## config.mk

```make
export PLATFORM = sky130hd
export DESIGN_NAME = reg_bank_rw
export DESIGN_NICKNAME = d
export VERILOG_FILES = /design/src/rtl/reg_bank_rw_pkg.sv /design/src/rtl/reg_cell_rw.sv /design/src/rtl/reg_bank_rw.sv
export SDC_FILE = /design/constraint.sdc
export NUM_CORES = 1
export LEC_CHECK = 0
export CORE_UTILIZATION = 40
export DETAILED_ROUTE_END_ITERATION = 12
export HOLD_SLACK_MARGIN = 0.12
export MAX_ROUTING_LAYER = met4
export PLACE_DENSITY_LB_ADDON = 0.2
export SKIP_LAST_GASP = 1
export SLEW_MARGIN = 20
export SYNTH_ARGS = -nofsm -noshare
export SYNTH_HDL_FRONTEND = slang
export SYNTH_HIERARCHICAL = 1
export SYNTH_SLANG_ARGS = --single-unit
```

## constraint.sdc

```tcl
create_clock -name Clk -period 5.2 [get_ports Clk]
set_input_delay 0.52 -clock Clk [delete_from_list [all_inputs] [get_ports Clk]]
set_output_delay 0.52 -clock Clk [all_outputs]
set_load 0.02 [all_outputs]
```

## src/rtl/reg_bank_rw_pkg.sv

```systemverilog
// Shared constants and per-cell operation decode for the pointcloud register bank.
// Index constants name the registers as the pointcloud top level wires them.
package reg_bank_rw_pkg;

    localparam int DEF_WIDTH    = 8;
    localparam int DEF_NUM_REGS = 4;

    localparam int REG_ADDR_SRC = 0;
    localparam int REG_ADDR_DST = 1;
    localparam int REG_CNT_X    = 2;
    localparam int REG_CNT_Y    = 3;

    typedef enum logic [2:0] {
        OP_HOLD,
        OP_CLR,
        OP_LD,
        OP_INC,
        OP_DEC
    } cell_op_e;

    // Clear beats load beats count; opposing count strobes cancel.
    function automatic cell_op_e op_sel(input logic clr, input logic ld,
                                        input logic inc, input logic dec);
        cell_op_e op;
        op = OP_HOLD;
        if (clr)             op = OP_CLR;
        else if (ld)         op = OP_LD;
        else if (inc && !dec) op = OP_INC;
        else if (dec && !inc) op = OP_DEC;
        return op;
    endfunction

endpackage

```

## src/rtl/reg_cell_rw.sv

```systemverilog
// One bank register: clear / load / increment / decrement with a sticky wrap flag.
// The zero flag is taken straight from the stored value.
module reg_cell_rw
    import reg_bank_rw_pkg::*;
#(
    parameter int               WIDTH     = DEF_WIDTH,
    parameter logic [WIDTH-1:0] RESET_VAL = '0
) (
    input  logic             Clk,
    input  logic             RST,
    input  logic             ld,
    input  logic [WIDTH-1:0] ld_data,
    input  logic             clr,
    input  logic             inc,
    input  logic             dec,
    output logic [WIDTH-1:0] q,
    output logic             z,
    output logic             wrap
);

    logic [WIDTH-1:0] r_q;
    logic             r_wrap;
    cell_op_e         w_op;

    always_comb begin
        w_op = op_sel(clr, ld, inc, dec);
    end

    always_ff @(posedge Clk) begin
        if (RST) begin
            r_q    <= RESET_VAL;
            r_wrap <= 1'b0;
        end else begin
            case (w_op)
                OP_CLR: begin
                    r_q    <= '0;
                    r_wrap <= 1'b0;
                end
                OP_LD: begin
                    r_q    <= ld_data;
                    r_wrap <= 1'b0;
                end
                OP_INC: begin
                    r_q <= r_q + WIDTH'(1);
                    if (r_q == '1) r_wrap <= 1'b1;
                end
                OP_DEC: begin
                    r_q <= r_q - WIDTH'(1);
                    if (r_q == '0) r_wrap <= 1'b1;
                end
                default: begin
                    r_q    <= r_q;
                    r_wrap <= r_wrap;
                end
            endcase
        end
    end

    assign q    = r_q;
    assign z    = (r_q == '0);
    assign wrap = r_wrap;

endmodule

```

## src/rtl/reg_bank_rw.sv

```systemverilog
// Bank of NUM_REGS reg_cell_rw registers with write decode and a registered read port.
// WRITE_THROUGH=1 forwards a same-cycle write of the read register straight to dout.
module reg_bank_rw
    import reg_bank_rw_pkg::*;
#(
    parameter int               WIDTH         = DEF_WIDTH,
    parameter int               NUM_REGS      = DEF_NUM_REGS,
    parameter int               SEL_W         = $clog2(NUM_REGS),
    parameter bit               WRITE_THROUGH = 1'b0,
    parameter logic [WIDTH-1:0] RESET_VAL     = '0
) (
    input  logic                Clk,
    input  logic                RST,
    input  logic [WIDTH-1:0]    BusOut,
    input  logic                WEN,
    input  logic [SEL_W-1:0]    WSEL,
    input  logic [NUM_REGS-1:0] INC,
    input  logic [NUM_REGS-1:0] DEC,
    input  logic [NUM_REGS-1:0] CLR,
    input  logic [SEL_W-1:0]    RSEL,
    output logic [WIDTH-1:0]    dout,
    output logic [NUM_REGS-1:0] Z,
    output logic [NUM_REGS-1:0] WRAP
);

    logic [NUM_REGS-1:0]            w_ld;
    logic [NUM_REGS-1:0][WIDTH-1:0] w_q;
    logic [WIDTH-1:0]               w_rd;
    logic [WIDTH-1:0]               r_dout;

    // Selects beyond NUM_REGS match no cell, so they load nothing and read 0.
    always_comb begin
        w_ld = '0;
        for (int i = 0; i < NUM_REGS; i++) begin
            w_ld[i] = WEN && (WSEL == SEL_W'(i));
        end
    end

    always_comb begin
        w_rd = '0;
        for (int i = 0; i < NUM_REGS; i++) begin
            if (RSEL == SEL_W'(i)) begin
                if (WRITE_THROUGH && w_ld[i] && !CLR[i]) w_rd = BusOut;
                else                                      w_rd = w_q[i];
            end
        end
    end

    for (genvar g = 0; g < NUM_REGS; g++) begin : g_cell
        reg_cell_rw #(
            .WIDTH     (WIDTH),
            .RESET_VAL (RESET_VAL)
        ) u_cell (
            .Clk     (Clk),
            .RST     (RST),
            .ld      (w_ld[g]),
            .ld_data (BusOut),
            .clr     (CLR[g]),
            .inc     (INC[g]),
            .dec     (DEC[g]),
            .q       (w_q[g]),
            .z       (Z[g]),
            .wrap    (WRAP[g])
        );
    end

    always_ff @(posedge Clk) begin
        if (RST) r_dout <= '0;
        else     r_dout <= w_rd;
    end

    assign dout = r_dout;

endmodule
```

==> summary.txt, run 1 <==
STA
  – Clk_skew: 0.00287 ns
  – Slew @ Worst Pin: 0.895 ns
  – Endpoints failing hold: 0
  – F_max: 321 MHz
  – Slew HR: 40.1%
  – Max Slew Vio Count: 0
  – RSZ-0062 raised after global routing: no
  – Final setup vio count: 0
  – Total negative slack: 0 ns
  – Final period utilization: 59.9%
  – Final worst path period need: 3.11 ns

Setup path
  – Slowest stage cell, crit path: clkdlybuf4s50_1
  – CP cell instances: clkdlybuf4s50_1 -> and3b_1 -> nor3_4 -> inv_1 -> fa_1 -> nor2b_1 -> o31a_1 -> o21ai_1 -> mux2_1 -> a21oi_1
  – Critical path data arrival time: 3.35 ns
  – CP endpoint kind: register
  – Largest stage delay, worst path: 0.52 ns
  – Worst Path Required: 5.44 ns
  – Setup CP Type: input port to register
  – Startpoint Class: input port
  – Crit-path max FO: 18

Yosys
  – Ys async rst share: 0%
  – Cell Area, Synth: 3700 µm²
  – Syn Area/Cell: 8.76 µm²
  – Top_reg_cell synth: dfxtp_1
  – Syn nets: 478
  – EDFF count, synth: 0
  – Yosys reg bits: 44
  – Syn. warnings: 6
  – Synth Instances: 423
  – Sequential share of the synthesized area: 23.8%
  – Synth unique cells: 47

Pwr
  – Max VDD drop: 0.119 mV
  – Lkg Pwr: 1.66 nW
  – Power Density: 202 nW/µm²

Clocking
  – Sink Count: 44
  – Clock-pin slew on the worst setup and hold paths: 0.09 ns
  – Worst-skew pair later-pin latency: 0.30 ns
  – Hold Buf Count CTS: 0
  – Postcts setup bufs: 0
  – Root Buffer: clkbuf_8
  – Post-CTS Resized: 0
  – CTS H-Tree Depth: 2
  – CTS buffer count: 5
  – CTS tree: built
  – Clock Tree Buf Depth: 2

Drt
  – Vias per cell: 5.75
  – Drt pass-1 iters: 8
  – Drt wl/cell: 17.2 µm
  – Remaining DRCs: 4
  – Routed WL: 9750 µm
  – DR iter-0 viols: 131
  – Routed Antenna Nets: 0
  – Vias: 3261

Global routing
  – Overall routing resource usage: 21.7%
  – Pin count of the biggest net entering global routing: 19
  – First-pass GRT wire length: 16000 µm
  – Initial antenna violation count: 0
  – Total gr overflow: 0
  – Vias in the first global route: 3144

Floorplan
  – Area of the core: 8850 µm²
  – Die W: 98.2 µm
  – Die height: 98.2 µm
  – Starting Density: 41.9%
  – Rows: 34
  – Ports: 43
  – Die area: 9650 µm²

Status
  – Failing checks: DRC
  – Status: complete, but fails checks

Layout
  – Most frequent cells in the layout: dfxtp_1, a21oi_1, clkdlybuf4s50_1, nor2_1
  – Area Overhead vs Synth: 14.7%
  – Post-Route Utilization: 48.0%
  – Share of post-route cells with drive strength above 1: 10.7%
  – Area of the multi-input gates: 2620 µm²
  – FF/Latch Area: 881 µm²
  – Antenna cells: 0
  – Final Net Count: 513
  – Fillers: 900
  – Non-filler cells in the finished layout: 567

Placement
  – Detail Placement HPWL: 7410 µm
  – Count of input and output buffers: 42
  – Inst Count DP: 559
  – Final GP Congestion: 0.852

Worst hold path
  – Hold Path Class: register to register

Job
  – Max-Cap Viols: 0
-- routing by layer --
layer / vias up / global-route usage (%) / wire length [µm]
li1: 1627 / - / -
met1: 1542 / 28.6 / 4620
met2: 73 / 33.7 / 4400
met3: 19 / 3.58 / 486
met4: 0 / 7.23 / 241
met5: - / - / 0
-- metrics by stage --
stage	area (µm²)	setup WS (ns)	hold WS, ns	power [mW]
after floorplan	3700	2.69	0.552	0.548
after global placement	4160	1.87	0.464	0.631
after CTS	4250	2.10	0.498	0.865
after global routing	4250	1.94	0.518	0.915
after detailed placement	4160	1.79	0.472	0.634
final	4250	2.09	0.494	0.860
-- power breakdown --
| group | switching (mW) | internal, mW | total [mW] |
|---|---|---|---|
| Clock | 0.126 | 0.106 | 0.233 |
| Sequential | 0.0213 | 0.352 | 0.373 |
| Combinational | 0.141 | 0.114 | 0.255 |
-- flip-flops by register name, indices dropped and copies added, names as in the netlist --
name / count
dout: 8
g_cell.u_cell/q: 32
g_cell.u_cell/wrap: 4
-- synthesized netlist by cell type (5+ instances only) --
master / n / area (µm²)
nor2_1: 33 / 124
xnor2_1: 8 / 70.1
nor3_1: 16 / 80.1
and3b_1: 5 / 43.8
dfxtp_1: 44 / 881
clkbuf_1: 6 / 22.5
xor2_1: 12 / 105
ha_1: 24 / 300
a21oi_1: 44 / 220
or2_1: 5 / 31.3
inv_1: 24 / 90.1
nor2b_1: 12 / 75.1
xnor2_2: 8 / 130
mux2i_1: 20 / 200
nand2_1: 19 / 71.3
o22ai_1: 8 / 50.1
o21ai_1: 8 / 40.0
o31a_1: 8 / 70.1
a211o_1: 8 / 70.1
nand4_1: 12 / 75.1
a2111oi_2: 8 / 120
nand3_1: 12 / 60.1
or4_1: 8 / 60.1
-- worst paths after layout --
check	end	from	slack, ns	cells past startpoint
setup / recovery	g_cell[1].u_cell/q[6]	WSEL[1]	2.09	10
hold / removal	g_cell[3].u_cell/wrap	g_cell[3].u_cell/wrap	0.49	1
setup reg to reg	g_cell[1].u_cell/q[6]	g_cell[1].u_cell/q[0]	3.21	7
hold reg to reg	g_cell[3].u_cell/wrap	g_cell[3].u_cell/wrap	0.49	1
-- area by class of cell --
class                   count  area share [%]
clock buffers               6            1.94
clock inverters             2           0.236
inverters                  24            2.12
multi-input cells         339            61.5
flip-flops and latches     44            20.7
well taps                 108            3.18
repair buffers             44            10.2
-- cells by family (layout without fill, tap and decap cells) --
group	after synthesis	in the layout	share of synthesized area, %
compound gates	116	116	22.7
buf+inv	40	76	5.74
fa+ha+maj	28	28	10.3
xor+xnor	28	28	8.24
simple gates	143	143	22.6
mux	24	24	6.62
flops	44	44	23.8
-- worst max-delay path, delay by kind of cell --
| kind | cells | cell delay (ns) |
|---|---|---|
| simple gates | 3 | 1.09 |
| fa+ha+maj | 1 | 0.41 |
| compound gates | 3 | 0.37 |
| mux | 1 | 0.32 |
| buf+inv | 2 | 0.62 |
(Power assumes the default switching activity.)
==> inputs of run 2 (changes only) <==
clock period = 3.1 ns   (was 5.2 ns; I/O delays follow)
==> run 2 against run 1 <==
Effect of this change:
- highest routed layer unchanged
- die area stayed put
- flip-flop and latch count stayed put
- worst setup slack worse by 1.6 ns
- design area is 0.88% higher
- clock skew is 0.0054 ns higher
- final cell count is 0.53% higher
- first-iteration DRC count is 0.76% lower
- count of clock-buffer cells in the layout stayed put
- critical endpoint is now g_cell[3].u_cell/q[6]
- the flow still finishes with violations (DRC)
- total power is 76% higher
- clock power is 98% higher
==> summary.txt, run 2 (same netlist as run 1, synthesis figures left out) <==
Global routing
  – Total gr overflow: 0 (unchanged)
  – Global route hottest layer: met2
  – Overall routing resource usage: 22.4% (+0.71 points)
  – Pin count of the biggest net entering global routing: 18 (-1)
  – Met2 usage: 34.7% (+0.98 points)
  – Met1 usage: 30.1% (+1.5 points)
  – Initial antenna violation count: 0 (unchanged)
  – GR Util met3: 3.44% (-0.14 points)
  – First-pass GRT wire length: 16300 µm (+1.7%)
  – Vias in the first global route: 3094 (-1.6%)

Drt
  – Routed Antenna Nets: 0 (unchanged)
  – Drt wl/cell: 17.3 µm (+0.62%)
  – Remaining DRCs: 4 (unchanged)
  – Drt pass-1 iters: 8 (unchanged)
  – DR iter-0 viols: 130 (-0.76%)
  – Vias per cell: 5.75 (about the same)
  – Routed WL: 9860 µm (+1.1%)
  – Vias: 3280 (+0.58%)

STA
  – Slew @ Worst Pin: 0.856 ns (-0.0389 ns)
  – Final period utilization: 82.7%
  – Final setup vio count: 0 (unchanged)
  – Total negative slack: 0 ns (unchanged)
  – Max Slew Vio Count: 0 (unchanged)
  – Final worst path period need: 2.56 ns
  – Endpoints failing hold: 0 (unchanged)
  – RSZ-0062 raised after global routing: no
  – F_max: 390 MHz
  – Hold Slack: 0.488 ns (-0.00544 ns)
  – Slew HR: 42.7% (+2.6 points)
  – Clk_skew: 0.00826 ns (+0.00539 ns)

Setup path
  – CP endpoint kind: register
  – End of the critical path: g_cell[3].u_cell/q[6]
  – Startpoint Class: input port
  – CP Launch Point: WSEL[0]
  – R2R setup slack: 1.13 ns (-2.08 ns)
  – Worst r2r src: g_cell[1].u_cell/q[0]
  – Slowest stage cell, crit path: clkdlybuf4s50_1
  – Critical path data arrival time: 2.81 ns (-0.54 ns)
  – Setup CP Type: input port to register
  – Worst Reg2Reg Path Length in Cells: 7 (unchanged)
  – Worst Path Required: 3.35 ns (-2.09 ns)
  – Largest stage delay, worst path: 0.46 ns (-0.06 ns)
  – Terminus of the critical flop-to-flop path: g_cell[1].u_cell/q[6]
  – Crit-path max FO: 8 (-10)
  – CP cell instances: clkdlybuf4s50_1 -> and3_1 -> nor3_4 -> ha_1 -> nor2b_1 -> o31a_1 -> o21ai_1 -> mux2_1 -> a21oi_1

Placement
  – Final GP Congestion: 0.846 (-0.70%)
  – Detail Placement HPWL: 7470 µm (+0.80%)
  – Count of input and output buffers: 42 (unchanged)

Layout
  – FF/Latch Area: 881 µm² (unchanged)
  – Fillers: 871 (-3.2%)
  – Area of the multi-input gates: 2620 µm² (unchanged)
  – Area Overhead vs Synth: 15.7%
  – Antenna cells: 0 (unchanged)
  – Share of post-route cells with drive strength above 1: 11.0% (+0.36 points)
  – Most frequent cells in the layout: dfxtp_1, a21oi_1, clkdlybuf4s50_1, nor2_1
  – Flip-flop count of the largest register after layout: 32 (unchanged)
  – Final Net Count: 516 (+0.58%)

Clocking
  – Postcts setup bufs: 0 (unchanged)
  – Clock-pin slew on the worst setup and hold paths: 0.09 ns (about the same)
  – Worst-skew pair later-pin latency: 0.31 ns (about the same)
  – Hold Buf Count CTS: 0 (unchanged)
  – Root Buffer: clkbuf_8
  – CTS buffer count: 5 (unchanged)
  – CTS H-Tree Depth: 2 (unchanged)
  – CTS tree: built
  – Clock Tree Buf Depth: 2 (unchanged)
  – Post-CTS Resized: 0 (unchanged)
  – Sink Count: 44 (unchanged)

Pwr
  – Max VDD drop: 0.173 mV (+46%)
  – Lkg Pwr: 1.68 nW (+1.2%)
  – Power Density: 354 nW/µm² (+75%)

Floorplan
  – Ports: 43 (unchanged)
  – Rows: 34 (unchanged)
  – Area of the core: 8850 µm² (unchanged)
  – Die height: 98.2 µm (unchanged)
  – Die area: 9650 µm² (unchanged)
  – Die W: 98.2 µm (unchanged)
  – Starting Density: 41.9% (unchanged)

Worst hold path
  – Hold Path Class: register to register

Status
  – Failing checks: DRC
  – Status: complete, but fails checks

Job
  – Max-Cap Viols: 0 (unchanged)
-- run 2: cell types whose count changed in the layout (fill, tap and decap cells not counted), sizes merged --
cell,before,now
clkinv,2,1
buf,2,5
bufinv,0,1
-- run 2: worst min path at each step --
stage                     startpoint                    end  slack, ns  cells past startpoint
3_5_place_dp   g_cell[2].u_cell/wrap  g_cell[2].u_cell/wrap       0.47                      1
3_3_place_gp   g_cell[2].u_cell/wrap  g_cell[2].u_cell/wrap       0.46                      1
5_1_grt        g_cell[3].u_cell/wrap  g_cell[3].u_cell/wrap       0.51                      1
6_report       g_cell[3].u_cell/wrap  g_cell[3].u_cell/wrap       0.49                      1
4_1_cts        g_cell[2].u_cell/wrap  g_cell[2].u_cell/wrap       0.50                      1
2_1_floorplan              BusOut[1]  g_cell[2].u_cell/q[1]       0.45                      2
-- run 2: layer usage --
| metal | vias to the layer above | wire length [µm] |
|---|---|---|
| met5 | - | 0 |
| met4 | 0 | 160 |
| met3 | 11 | 482 |
| met2 | 79 | 4570 |
| met1 | 1549 | 4650 |
| li1 | 1641 | - |
-- run 2: critical path, delay by kind of cell --
family	cells	cell delay [ns]
multiplexers	1	0.33
AND/OR/NAND/NOR	3	0.81
buffers and inverters	1	0.46
adder cells (fa/ha/maj)	1	0.36
AO/OA/AOI/OAI	3	0.52
-- run 2: area by class of cell --
| type | count | area share, % |
|---|---|---|
| repair buffers | 47 | 10.7 |
| clock inverters | 2 | 0.817 |
| well taps | 108 | 3.15 |
| flip-flops and latches | 44 | 20.5 |
| multi-input cells | 339 | 61.0 |
| clock buffers | 6 | 1.69 |
| inverters | 24 | 2.10 |
-- run 2: power breakdown --
group	leakage [nW]	switching [mW]	total [mW]	internal [mW]
sequential	0.358	0.0354	0.626	0.590
combinational	1.27	0.237	0.429	0.192
clock	0.0552	0.222	0.462	0.240
total	1.68	0.495	1.52	1.02
-- run 2: through the flow --
stage	util, %	instance area [µm²]	std cells	setup slack, ns	total power, mW
2_1_floorplan	-	3700	423	0.800	0.920
3_3_place_gp	47.2	4180	562	0.272	1.06
3_5_place_dp	47.2	4180	562	0.227	1.07
4_1_cts	48.4	4290	570	0.550	1.52
5_1_grt	48.4	4290	570	0.393	1.59
6_report	48.4	4290	570	0.535	1.52
==> patch 1, RTL diff (flow settings as in run 2) <==
The package constant `DEF_NUM_REGS` goes from 4 to 8.
--- a/src/rtl/reg_bank_rw_pkg.sv
+++ b/src/rtl/reg_bank_rw_pkg.sv
@@ -5,3 +5,3 @@
     localparam int DEF_WIDTH    = 8;
-    localparam int DEF_NUM_REGS = 4;
+    localparam int DEF_NUM_REGS = 8;
 
Interface: changed (7 resized); port bits go from 43 to 65. The function was not compared with the original's and may differ.
==> patch 1 against run 2 <==
The run still ends with design-rule violations left; sequential cell count up 36; count of clock-buffer cells in the layout up 7; worst setup slack worse by 0.15 ns; synthesized cell count up 110%; first-iteration DRC count rose to 3.1 times the old value; synthesized area up 100%; routed wire length up 110%; final cell count up 110%; power up 110%; worst hold slack worse by 0.0039 ns; design area up 100%; core utilization down 0.94 points.
==> patch 1: results (changes against run 2) <==
| Metric | Value |
|---|---|
| Hold Path End | g_cell[7].u_cell/wrap (was g_cell[3].u_cell/wrap) |
| Area contributors post-synth | dfxtp_1 (22%), ha_1 (8.1%), a21oi_1 (8.0%) (was dfxtp_1 (24%), ha_1 (8.1%), a21oi_1 (5.9%)) |
| GRT Total Usage | 0.2343 (was 0.2240) |
| DRC Markers | 10 (was 4) |
| Post-synth top cells | a21oi_1 (118), dfxtp_1 (80), nor2_1 (80), ha_1 (48), inv_1 (45) (was a21oi_1 (44), dfxtp_1 (44), nor2_1 (33), ha_1 (24), inv_1 (24)) |
| Outcome | finished with violations (unchanged) |
| Reg2reg start | g_cell[6].u_cell/q[0] (was g_cell[1].u_cell/q[0]) |
| Sw frac | 0.3217 (was 0.3263) |
| Crit path to | g_cell[1].u_cell/q[7] (was g_cell[3].u_cell/q[6]) |
| Met3 Wirelength | 980 um (was 482 um) |
| Gp weighted congestion | 0.8888 (was 0.8464) |
| CP Launch Point | WSEL[2] (was WSEL[0]) |
| Post-synthesis adder-cell area fraction | 0.1026 (was 0.1027) |
| Routed len/inst | 17.87 um (was 17.30 um) |
| Mux contribution to synthesized area | 0.04572 (was 0.06622) |
| Reg2reg end | g_cell[6].u_cell/q[6] (was g_cell[1].u_cell/q[6]) |
| Failing checks | design-rule violations (unchanged) |
| Wl on met1 | 10450 um (was 4645 um) |
| Critical path arrival | 2.97 ns (was 2.81 ns) |
| Reg2Reg Setup Slack | 1.15 ns (was 1.13 ns) |
| Initial DRC count | 409 (was 130) |
| Largest net degree at the start of global routing | 27 (was 18) |
| Fillcell total | 1763 (was 871) |
| Via count of the first global-routing pass | 6263 (was 3094) |
| Routed wl met2 | 9478 um (was 4571 um) |
| Worst Min Path Start | g_cell[7].u_cell/wrap (was g_cell[3].u_cell/wrap) |
| Share of layout cells above drive strength 1 | 0.1393 (was 0.1104) |
| IO buf count | 64 (was 42) |
| Skew-Pair Late Insertion Delay | 0.35 ns (was 0.31 ns) |
| H-tree level count | 3 (was 2) |
patch 1: cell count changes in the layout (fill, tap and decap cells not counted), sizes merged, moves of 19 or more:
cell and change:
a21oi +77, nor2 +47, dfxtp +36, ha +24
clkdlybuf4s50 +22, nand2 +22, inv +21, buf +19
mux2 +19, nor3 +19, o21ai +19
patch 1: cell type report:
| class | count | area, sq um | area share |
|---|---|---|---|
| clock inverter | 3 | 40.04 | 0.004660 |
| clock buffer | 13 | 260.3 | 0.03029 |
| multi-input combinational | 726 | 5414 | 0.6301 |
| inverter | 45 | 168.9 | 0.01966 |
| sequential | 80 | 1602 | 0.1864 |
| timing repair buffer | 88 | 820.8 | 0.09553 |
| tap | 229 | 286.5 | 0.03335 |
patch 1: power by group through the flow:
| stage | registers, W | logic (W) | clock network, W |
|---|---|---|---|
| final | 0.00115 | 0.000875 | 0.00111 |
| after global routing | 0.00116 | 0.000967 | 0.00119 |
| after CTS | 0.00115 | 0.000875 | 0.00115 |
| after detailed placement | 0.00117 | 0.000868 | 0 |
| after global placement | 0.00117 | 0.000866 | 0 |
| after floorplan | 0.00116 | 0.000582 | 0 |
patch 1: critical path, delay by kind of cell:
family	cells	cell delay (ns)
AND/OR/NAND/NOR	5	1.01
buffers and inverters	2	0.70
XOR/XNOR	1	0.13
AO/OA/AOI/OAI	2	0.45
adder cells (fa/ha/maj)	1	0.36
patch 1: stage by stage:
step                worst slack [ns]  cells
floorplan                     0.7664    888
global placement              0.1073   1168
detailed placement           0.04825   1168
CTS                           0.4078   1184
global route                  0.2085   1184
finish                        0.3812   1184
patch 1: routing by layer:
metal / track usage / up-vias
li1: - / 3385
met1: 0.3222 / 3172
met2: 0.3593 / 129
met3: 0.04191 / 20
met4: 0.04554 / 0
met5: - / -
==> patch 2, RTL diff (config.mk and constraints of run 2) <==
Without the edit above. Remove the register `r_dout`: a continuous assignment takes its place, so the output `dout` follows one clock earlier.
--- a/src/rtl/reg_bank_rw.sv
+++ b/src/rtl/reg_bank_rw.sv
@@ -66,6 +66,3 @@
 
-    always_ff @(posedge Clk) begin
-        if (RST) r_dout <= '0;
-        else     r_dout <= w_rd;
-    end
+    assign r_dout = w_rd;
 
Formal check against the unedited RTL: not equivalent (Yosys sat finds a counterexample within 4 cycles, from zero or initial values and one cycle with RST high).
==> patch 2 against run 2 <==
Clock power is 21% lower; power is 13% lower; register-to-register slack gained 0.05 ns; sequential cell count shrank 8; synthesized area fell by 6.1%; worst setup slack got worse by 0.093 ns; routed wire length shrank 3.0%; design area shrank 5.2%; die area fell by 6.0%; count of clock-buffer cells in the layout is 2 higher; combinational power increased by 0.9%; synthesized cell count decreased by 6.9%; critical endpoint is now g_cell[1].u_cell/q[6]; largest cell class unchanged; highest routed layer unchanged.
==> patch 2: results (changes against run 2) <==
| Metric | Value |
|---|---|
| Placed cell count | 532 (was 562) |
| Reported net switching power | 0.0004529 W (was 0.0004951 W) |
| Detailed Place HPWL | 7198 um (was 7466 um) |
| Via count of the first global-routing pass | 3004 (was 3094) |
| XOR/XNOR share of the synthesized area | 0.08777 (was 0.08243) |
| First-pass detailed-route iteration total | 4 (was 8) |
| Final instance area | 4064 sq um (was 4287 sq um) |
| Clock buf count | 8 (was 6) |
| GRT Total Usage | 0.2366 (was 0.2240) |
| Non-clock buffering overhead | 0.1127 (was 0.1068) |
| First-pass GRT wire length | 15650 um (was 16270 um) |
| Post-synth top cells | a21oi_1 (44), dfxtp_1 (36), nor2_1 (32), ha_1 (24), inv_1 (24) (was a21oi_1 (44), dfxtp_1 (44), nor2_1 (33), ha_1 (24), inv_1 (24)) |
| Clock power share | 0.276 (was 0.305) |
| Library cells used by synthesis | 44 (was 47) |
| Avg Inst Size Synth | 8.828 sq um (was 8.755 sq um) |
| Post-synthesis adder-cell area fraction | 0.1094 (was 0.1027) |
| Die area | 9073 sq um (was 9648 sq um) |
| Placed cell area | 3974 sq um (was 4179 sq um) |
| Share of layout cells above drive strength 1 | 0.1333 (was 0.1104) |
| Area of the multi-input gates | 2574 sq um (was 2615 sq um) |
| Fillcell total | 814 (was 871) |
| CTS sink cnt | 36 (was 44) |
| Seq/total area | 0.1773 (was 0.2055) |
| Post-synthesis sequential area ratio | 0.2072 (was 0.2378) |
| Clock-cell share | 0.02217 (was 0.02510) |
| Skew-Pair Late Insertion Delay | 0.29 ns (was 0.31 ns) |
| Final Skew | 0.002303 ns (was 0.008260 ns) |
| Leak | 1.571 nW (was 1.684 nW) |
| Synth Area in Compound Gates | 0.2273 (was 0.2270) |
| Critical path arrival | 2.88 ns (was 2.81 ns) |
| Gp weighted congestion | 0.8777 (was 0.8464) |
| Max VDD drop | 0.2432 mV (was 0.1730 mV) |
| Clock Power | 0.000364 W (was 0.000462 W) |
| Routed wl met2 | 4495 um (was 4571 um) |
| Via count | 3142 (was 3280) |
| Outcome | finished, final reports clean (was finished with violations) |
| Vias per Instance | 5.819 (was 5.754) |
| Mux contribution to synthesized area | 0.07626 (was 0.06622) |
| Routed len/inst | 17.71 um (was 17.30 um) |
| Syn nets | 449 (was 478) |
[patch 2: cell count changes after synthesis, moves of 8 or more]
cell / change
dfxtp_1: -8
mux2i_1: -16
mux4_2: +8
o22ai_1: -8
[patch 2: path summary, 6_finish.rpt]
path / start / to / slack [ns] / cells after the start
setup / recovery: WSEL[1] / g_cell[1].u_cell/q[6] / 0.44 / 9
hold / removal: g_cell[2].u_cell/wrap / g_cell[2].u_cell/wrap / 0.49 / 1
hold reg to reg: g_cell[2].u_cell/wrap / g_cell[2].u_cell/wrap / 0.49 / 1
setup reg to reg: g_cell[1].u_cell/q[0] / g_cell[1].u_cell/q[6] / 1.18 / 7
[patch 2: layer usage]
| layer | global-route usage | vias up |
|---|---|---|
| met2 | 0.3857 | 96 |
| met4 | 0.04167 | 0 |
| met5 | - | - |
| li1 | - | 1546 |
| met1 | 0.3185 | 1496 |
| met3 | 0.02632 | 4 |
